===== src/rtl/dac_pkg.sv =====
// Shared definitions for the DAC transmit path: run-state encoding and
// the offset-binary midscale code.
package dac_pkg;

    typedef enum logic [1:0] {
        ST_IDLE    = 2'd0,
        ST_PRIME   = 2'd1,
        ST_RUN     = 2'd2,
        ST_STARVED = 2'd3
    } dac_state_e;

    // Midscale code for a w-bit offset-binary DAC (MSB set, rest clear).
    function automatic logic [31:0] dac_midscale(input int unsigned w);
        return 32'd1 << (w - 1);
    endfunction

endpackage


===== src/rtl/dac_sample_fifo.sv =====
// Synchronous FIFO with occupancy output; callers gate push on !full and pop on !empty.
module dac_sample_fifo #(
    parameter int WIDTH = 10,
    parameter int DEPTH = 4
) (
    input  logic                     clk_i,
    input  logic                     rst_ni,
    input  logic                     push,
    input  logic                     pop,
    input  logic [WIDTH-1:0]         wdata,
    output logic [WIDTH-1:0]         rdata,
    output logic                     full,
    output logic                     empty,
    output logic [$clog2(DEPTH):0]   level
);
    localparam int AW = $clog2(DEPTH);

    logic [WIDTH-1:0] mem [DEPTH];
    logic [AW-1:0]    wr_ptr, rd_ptr;

    assign rdata = mem[rd_ptr];
    assign full  = (level == (AW+1)'(DEPTH));
    assign empty = (level == '0);

    always_ff @(posedge clk_i or negedge rst_ni) begin
        if (!rst_ni) begin
            wr_ptr <= '0;
            rd_ptr <= '0;
            level  <= '0;
        end else begin
            if (push) wr_ptr <= wr_ptr + 1'b1;
            if (pop)  rd_ptr <= rd_ptr + 1'b1;
            case ({push, pop})
                2'b10:   level <= level + 1'b1;
                2'b01:   level <= level - 1'b1;
                default: level <= level;
            endcase
        end
    end

    always_ff @(posedge clk_i) begin
        if (push) mem[wr_ptr] <= wdata;
    end

endmodule


===== src/rtl/dac_sample_interpolator.sv =====
// Buffers low-rate signed samples and linearly interpolates them by 2**LOG2_RATE
// into one offset-binary DAC code per clock, flagging starved boundaries.
module dac_sample_interpolator
    import dac_pkg::*;
#(
    parameter int DATA_WIDTH = 10,
    parameter int LOG2_RATE  = 3,
    parameter int FIFO_DEPTH = 4
) (
    input  logic                          clk_i,
    input  logic                          rst_ni,
    input  logic                          en_i,
    input  logic [DATA_WIDTH-1:0]         s_data_i,
    input  logic                          s_valid_i,
    output logic                          s_ready_o,
    output logic [DATA_WIDTH-1:0]         dac_data_o,
    output logic                          dac_en_o,
    output logic                          underflow_o,
    output logic [$clog2(FIFO_DEPTH):0]   fifo_level_o
);
    localparam int DW   = DATA_WIDTH;
    localparam int ACCW = DATA_WIDTH + 1 + LOG2_RATE;
    localparam logic [DW-1:0] MID = DW'(dac_midscale(DW));

    dac_state_e              state;
    logic [LOG2_RATE-1:0]    phase;
    logic signed [DW-1:0]    cur;
    logic signed [DW:0]      delta;
    logic signed [ACCW-1:0]  acc;

    logic [DW-1:0]           rdata;
    logic signed [DW-1:0]    sample;
    logic                    fifo_full, fifo_empty;
    logic                    active, boundary, pop, push;

    assign active    = (state != ST_IDLE);
    assign boundary  = active && (phase == '0);
    assign pop       = en_i && boundary && !fifo_empty;
    assign s_ready_o = !fifo_full;
    assign push      = s_valid_i && s_ready_o;
    assign sample    = rdata;

    dac_sample_fifo #(
        .WIDTH (DW),
        .DEPTH (FIFO_DEPTH)
    ) u_fifo (
        .clk_i  (clk_i),
        .rst_ni (rst_ni),
        .push   (push),
        .pop    (pop),
        .wdata  (s_data_i),
        .rdata  (rdata),
        .full   (fifo_full),
        .empty  (fifo_empty),
        .level  (fifo_level_o)
    );

    // The ramp always starts from cur at the boundary, so the previous sample
    // needs no register of its own; delta is sized so acc lands exactly on the target.
    always_ff @(posedge clk_i or negedge rst_ni) begin
        if (!rst_ni) begin
            state       <= ST_IDLE;
            phase       <= '0;
            cur         <= '0;
            delta       <= '0;
            acc         <= '0;
            dac_data_o  <= MID;
            dac_en_o    <= 1'b0;
            underflow_o <= 1'b0;
        end else begin
            // acc[DW+L-1:L] is floor(acc / R) truncated; XOR with MID flips the sign bit.
            dac_data_o  <= acc[DW+LOG2_RATE-1:LOG2_RATE] ^ MID;
            dac_en_o    <= active;
            underflow_o <= 1'b0;
            if (!en_i) begin
                state <= ST_IDLE;
                phase <= '0;
                cur   <= '0;
                delta <= '0;
                acc   <= '0;
            end else if (state == ST_IDLE) begin
                state <= ST_PRIME;
            end else begin
                phase <= phase + 1'b1;
                if (boundary) begin
                    acc <= ACCW'(cur) <<< LOG2_RATE;
                    if (!fifo_empty) begin
                        cur   <= sample;
                        delta <= {sample[DW-1], sample} - {cur[DW-1], cur};
                        state <= ST_RUN;
                    end else begin
                        delta <= '0;
                        if (state != ST_PRIME) begin
                            state       <= ST_STARVED;
                            underflow_o <= 1'b1;
                        end
                    end
                end else begin
                    acc <= acc + ACCW'(delta);
                end
            end
        end
    end

endmodule


===== config.mk =====
export PLATFORM = sky130hd
export DESIGN_NAME = dac_sample_interpolator
export DESIGN_NICKNAME = d
export VERILOG_FILES = /design/src/rtl/dac_pkg.sv /design/src/rtl/dac_sample_fifo.sv /design/src/rtl/dac_sample_interpolator.sv
export SDC_FILE = /design/constraint.sdc
export NUM_CORES = 1
export LEC_CHECK = 0
export CORE_ASPECT_RATIO = 0.7
export CORE_MARGIN = 5
export CORE_UTILIZATION = 53
export DETAILED_ROUTE_END_ITERATION = 16
export PLACE_DENSITY_LB_ADDON = 0.12
export REMOVE_ABC_BUFFERS = 1
export SYNTH_ARGS = -nofsm -noshare
export SYNTH_HDL_FRONTEND = slang
export SYNTH_SLANG_ARGS = --single-unit

===== constraint.sdc =====
create_clock -name clk_i -period 2.6 [get_ports clk_i]
set_clock_uncertainty 0.2 [all_clocks]
set_input_delay 0.78 -clock clk_i [delete_from_list [all_inputs] [get_ports clk_i]]
set_output_delay 0.78 -clock clk_i [all_outputs]
set_load 0.01 [all_outputs]

======== Word level (Yosys, flattened, before mapping) ========
Memory sizes are Yosys's and may differ from the RTL's.
Index checks and enable logic that the tools add are counted.
word-level totals
  word-level logic and storage cells ...... 69
  register bits ........................... 59
  input port bits ......................... 14
  memory bits (writable) .................. 40
  output and inout bits ................... 16
  memories ................................ 1
operators by class
  equality and inequality tests ........... 9
  bitwise gates (word level) .............. 1
  add/subtract/negate cells ............... 7
  multiplexer cells ....................... 26
  reduce and logical (&&, ||, !) cells .... 14
memory list
  memory      words  bits a word  rd ports  clocked after Yosys merged registers in  wr ports  RTL line               text
  u_fifo.mem  4      10           1         0                                        1         dac_sample_fifo.sv:18  logic [WIDTH-1:0] mem [DEPTH];
operators by type and width
  operator                                                                  number
  11-bit two-way mux                                                        4
  14-bit two-way mux                                                        3
  10-bit two-way mux                                                        4
  14-bit by 11-bit adder with 14-bit output                                 1
  10-bit by 10-bit subtractor with 11-bit output                            1
  2-bit two-way mux                                                         5
  1-bit two-way mux                                                         7
  3-bit by 1-bit adder with 3-bit output (second input constant)            2
  3-bit zero test                                                           2
  3-bit two-way mux                                                         2
  3-bit case mux with 2 select lines                                        1
  2-bit by 1-bit adder with 2-bit output (second input constant)            2
  1-bit logical AND                                                         4
  2-bit by 1-bit inequality test with 1-bit output (second input constant)  2
  2-bit inequality test (second input constant)                             2
  4-bit by 2-bit inequality test with 1-bit output (second input constant)  1
  2-bit AND reduction                                                       2
  2-bit nonzero test                                                        2
  3-bit == test (second input constant)                                     1
  3-bit by 1-bit inequality test with 1-bit output (second input constant)  1
  3-bit AND reduction                                                       1
  3-bit by 1-bit subtractor with 3-bit output (second input constant)       1
  2-bit by 1-bit == test with 1-bit output (second input constant)          1
  2-bit == test (second input constant)                                     1
  other kinds (3)                                                           4

======== Longest topological paths before layout ========
  depth after elaboration ................. 6
  mapped depth ............................ 12
  depth with buffers taken out ............ 12

======== Cells and area by module ========
A second synthesis with hierarchy kept.
unflattened totals
  cells, all modules ...................... 423
  area total of the unflattened synthesis .. 4,901.0 µm²
modules (own cells, without submodules)
  module                   times used  sequential area each (µm²)  cells each  area an instance (µm²)
  dac_sample_interpolator  1           1,277.5                     334         3,056.7
  dac_sample_fifo          1           1,376.3                     89          1,844.3

======== Worst setup path after synthesis ========
No wires, ideal clock.
  kind .................................... reg-to-reg
  start point ............................. reg u_fifo.rd_ptr[0]
  end point ............................... reg delta[8]
  slack ................................... -0.173 ns
  period minus slack after synthesis ...... 2.773 ns
  data required time ...................... 2.278 ns
  path buffers ............................ 1
  arrival ................................. 2.451 ns
  setup time .............................. 0.122 ns
  cell stages (with the launch flop) ...... 8
  cells stage by stage .................... dfrtp_1 > buf_4 > mux4_2 > ha_1 > a211oi_1 > a21oi_1 > or3_1 > a32o_1
on the way
  word-level cells in the longest chain between the ends .. 6
ends and longest elaborated chain
  element                                         RTL line                       text
  start: declaration                              dac_sample_fifo.sv:19          logic [AW-1:0] wr_ptr, rd_ptr;
  start signal: assignment                        dac_sample_fifo.sv:32          if (pop) rd_ptr <= rd_ptr + 1'b1;
  memory read 4 x 10 bit                          --
  10-bit by 10-bit subtractor with 11-bit output  dac_sample_interpolator.sv:89  delta <= {sample[DW-1], sample} - {cur[DW-1], cur};
  11-bit two-way mux                              dac_sample_interpolator.sv:87  if (!fifo_empty) begin
  11-bit two-way mux                              dac_sample_interpolator.sv:85  if (boundary) begin
  11-bit two-way mux                              dac_sample_interpolator.sv:81  end else if (state == ST_IDLE) begin
  11-bit two-way mux                              dac_sample_interpolator.sv:75  if (!en_i) begin
  end signal: assignment                          dac_sample_interpolator.sv:89
  end: declaration                                dac_sample_interpolator.sv:28  logic signed [DW:0] delta;
Every way passes these cells. The select of a mux whose other input is x is not followed.
A chain may end at the register's enable or synchronous reset.

======== Worst setup path after layout ========
  start point ............................. reg u_fifo.rd_ptr[0]
  end point ............................... reg delta[6]
Same word-level chain as after synthesis.

==> out/results.ini <==
[status]
violations = setup timing
status = finished with violations

[setup_path]
critPathCaptureType = flip-flop
cp_max_fo = 7
crit_arrival_ps = 2760
crit_type = flip-flop to flip-flop
worstSetupStartpointType = flip-flop
cp.required_ps = 2640

[timing]
period_needed_ps = 2730
tightest_slew_ps = 521
finalSetupViolCount = 5
tns_ps = -496
maxSlewHeadroom = 0.651
fin_ws_ps = -127
clock.fmax_ghz = 0.367
hold_viol_final = 0
timing.final.crit_share = 1.05
rsz0062_at_grt = true
slew_viol_final = 0

[run]
maxCapViolations = 0

[layout]
nNetsFinal = 515
diodes = 0
final_common_cell = dfrtp_1
drive_gt1_frac = 0.232
synthToLayoutAreaGrowth_pct = 24.4
mostFrequentLayoutCells = dfrtp_1, buf_4, edfxtp_1

[synthesis]
synthFlopType = dfrtp_1
ys_ff_latch = 98
async_flop_share = 0.592
yosys_warnings = 0
ys_seq_area_frac = 0.553
syn_avg_cell_area_sq_um = 12.1
synth_area_sq_um = 4800
yosys.cell_types.count = 57
synthCells = 396
synth_edf_count = 40

[place]
hpwl_microns = 7320
gp_congestion = 0.895
io_buffers = 29

[grt]
grt_max_degree = 35
grt_pass1_wl_microns = 17200
overflow = 0
track_usage = 0.205
grt_pass1_vias = 3400
antenna_found_initial = 0

[clock_network]
cts_made_buffers = 9
clock_path_buffers = 2
cts_tree = done
cts-root-buf = clkbuf_16
clk_pin_slew_ps = 80
htree_levels = 3
cts_sinks = 98
clock_latency_ps = 350
hold_buffers = 0

[die]
coreArea_sq_um = 8960
row_count = 29
die_height_microns = 89.6
initial_core_util = 0.535
ios = 30
die_w_microns = 124
die-area_sq_um = 11100

[route]
drt_pass1_iterations = 4
first_iter_violations = 246
wl_per_cell_microns = 17.1
drc = 0
num_vias = 3251
ant_nets = 0
totalWireLength_microns = 10200
via_per_inst = 5.44

[worst_hold_path]
hold_class = primary input to asynchronous set/reset pin

[power]
clkPwrFrac = 0.155
netSwitchingPower_uw = 3180
power_frac_comb = 0.553
p_leak_uw = 0.00254
seq_power_share = 0.292
power.total_uw = 8280
p_per_area_nw_per_um2 = 1390
switching_share = 0.384
internal-power_uw = 5100
vdd_drop_max_mv = 0.805

-- layout make-up --
cell class	instances	area, sq um
Clock buffer	9	225
Clock inverter	7	61.3
Fill cell	692	2990
Inverter	27	101
Multi-Input combinational cell	258	2120
Sequential cell	98	2660
Tap cell	124	155
Timing Repair Buffer	75	654
-- sequential cells by signal, indices dropped and copies added (netlist names) --
name,cells
u_fifo.mem,40
acc,13
delta,11
cur,10
dac_data_o,10
phase,3
u_fifo.level,3
state,2
u_fifo.rd_ptr,2
u_fifo.wr_ptr,2
dac_en_o,1
underflow_o,1
-- critical path: stages, from the launching register on --
cell and delay, ps:
dfrtp_2 410, buf_12 140, mux4_2 560, inv_2 90, fa_2 210, nand2b_4 140
a21boi_4 60, o21ai_2 160, nand2b_1 100, a21oi_2 180, buf_4 140, xor2_1 150
o21ai_1 80
-- worst paths after layout --
| check | depth (start not counted) | slack [ps] | to | startpoint |
|---|---|---|---|---|
| min | 1 | 160 | cur[2] | rst_ni |
| min in group clk_i | 0 | 210 | dac_data_o[6] | acc[9] |
| max in group asynchronous | 2 | 1450 | dac_en_o | rst_ni |
| min reg2reg | 0 | 210 | dac_data_o[6] | acc[9] |
| max | 12 | -130 | delta[6] | u_fifo.rd_ptr[0] |
| max reg2reg | 12 | -130 | delta[6] | u_fifo.rd_ptr[0] |
-- cells in the mapped netlist (7+ instances only) --
cell | number | area [sq um]
dfrtp_1 | 57 | 1430
edfxtp_1 | 40 | 1200
nand2_1 | 31 | 116
o21ai_0 | 30 | 150
ha_1 | 29 | 363
inv_1 | 26 | 97.6
a21oi_1 | 22 | 110
nor2_1 | 15 | 56.3
xnor2_1 | 15 | 131
nand3_1 | 11 | 55.1
mux4_2 | 10 | 225
nand2b_1 | 8 | 50.1
nor2b_1 | 7 | 43.8
xor2_1 | 7 | 61.3
-- power by group through the flow --
stage	clock [uW]	combinational [uW]	sequential, uW
4_1_cts	1310	4240	2420
5_1_grt	1370	5060	2470
3_3_place_gp	0	3810	2420
3_5_place_dp	0	3920	2440
2_1_floorplan	0	2310	2460
6_report	1290	4580	2420
-- cell families (layout without fill, tap and decap cells) --
kind of cell,after synthesis,count (layout),share of synthesized area
compound gates,96,96,0.131
simple gates,97,97,0.101
flops,98,98,0.553
fa+ha+maj,32,32,0.0881
mux,11,11,0.0490
xor+xnor,22,22,0.0402
buf+inv,40,118,0.0375
-- per-layer routing --
layer,track usage,part of all wire
met5,0,0
met4,0.0533,0.0091
met3,0.0445,0.042
met2,0.333,0.48
met1,0.284,0.47
-- stage by stage --
stage | cell area (sq um) | hold slack (ps) | instances | setup WS [ps] | util
6_report | 5970 | 165 | 598 | -127 | 0.666
5_1_grt | 5970 | 192 | 598 | -234 | 0.666
4_1_cts | 5880 | 174 | 595 | -127 | 0.656
3_5_place_dp | 5490 | 191 | 577 | -287 | 0.613
3_3_place_gp | 5490 | 192 | 577 | -193 | 0.613
2_1_floorplan | 4720 | 173 | 383 | -390 | -
-- timing repair --
item / in CTS / in global routing
setup endpoints to repair: 7 / 7
pin swaps: 11 / 13
cloned: 0 / 0
resized for setup: 19 / 13
setup buffers: 2 / 3
endpoints found under the hold margin: 0 / 0
Power figures use the tool's default switching activity.
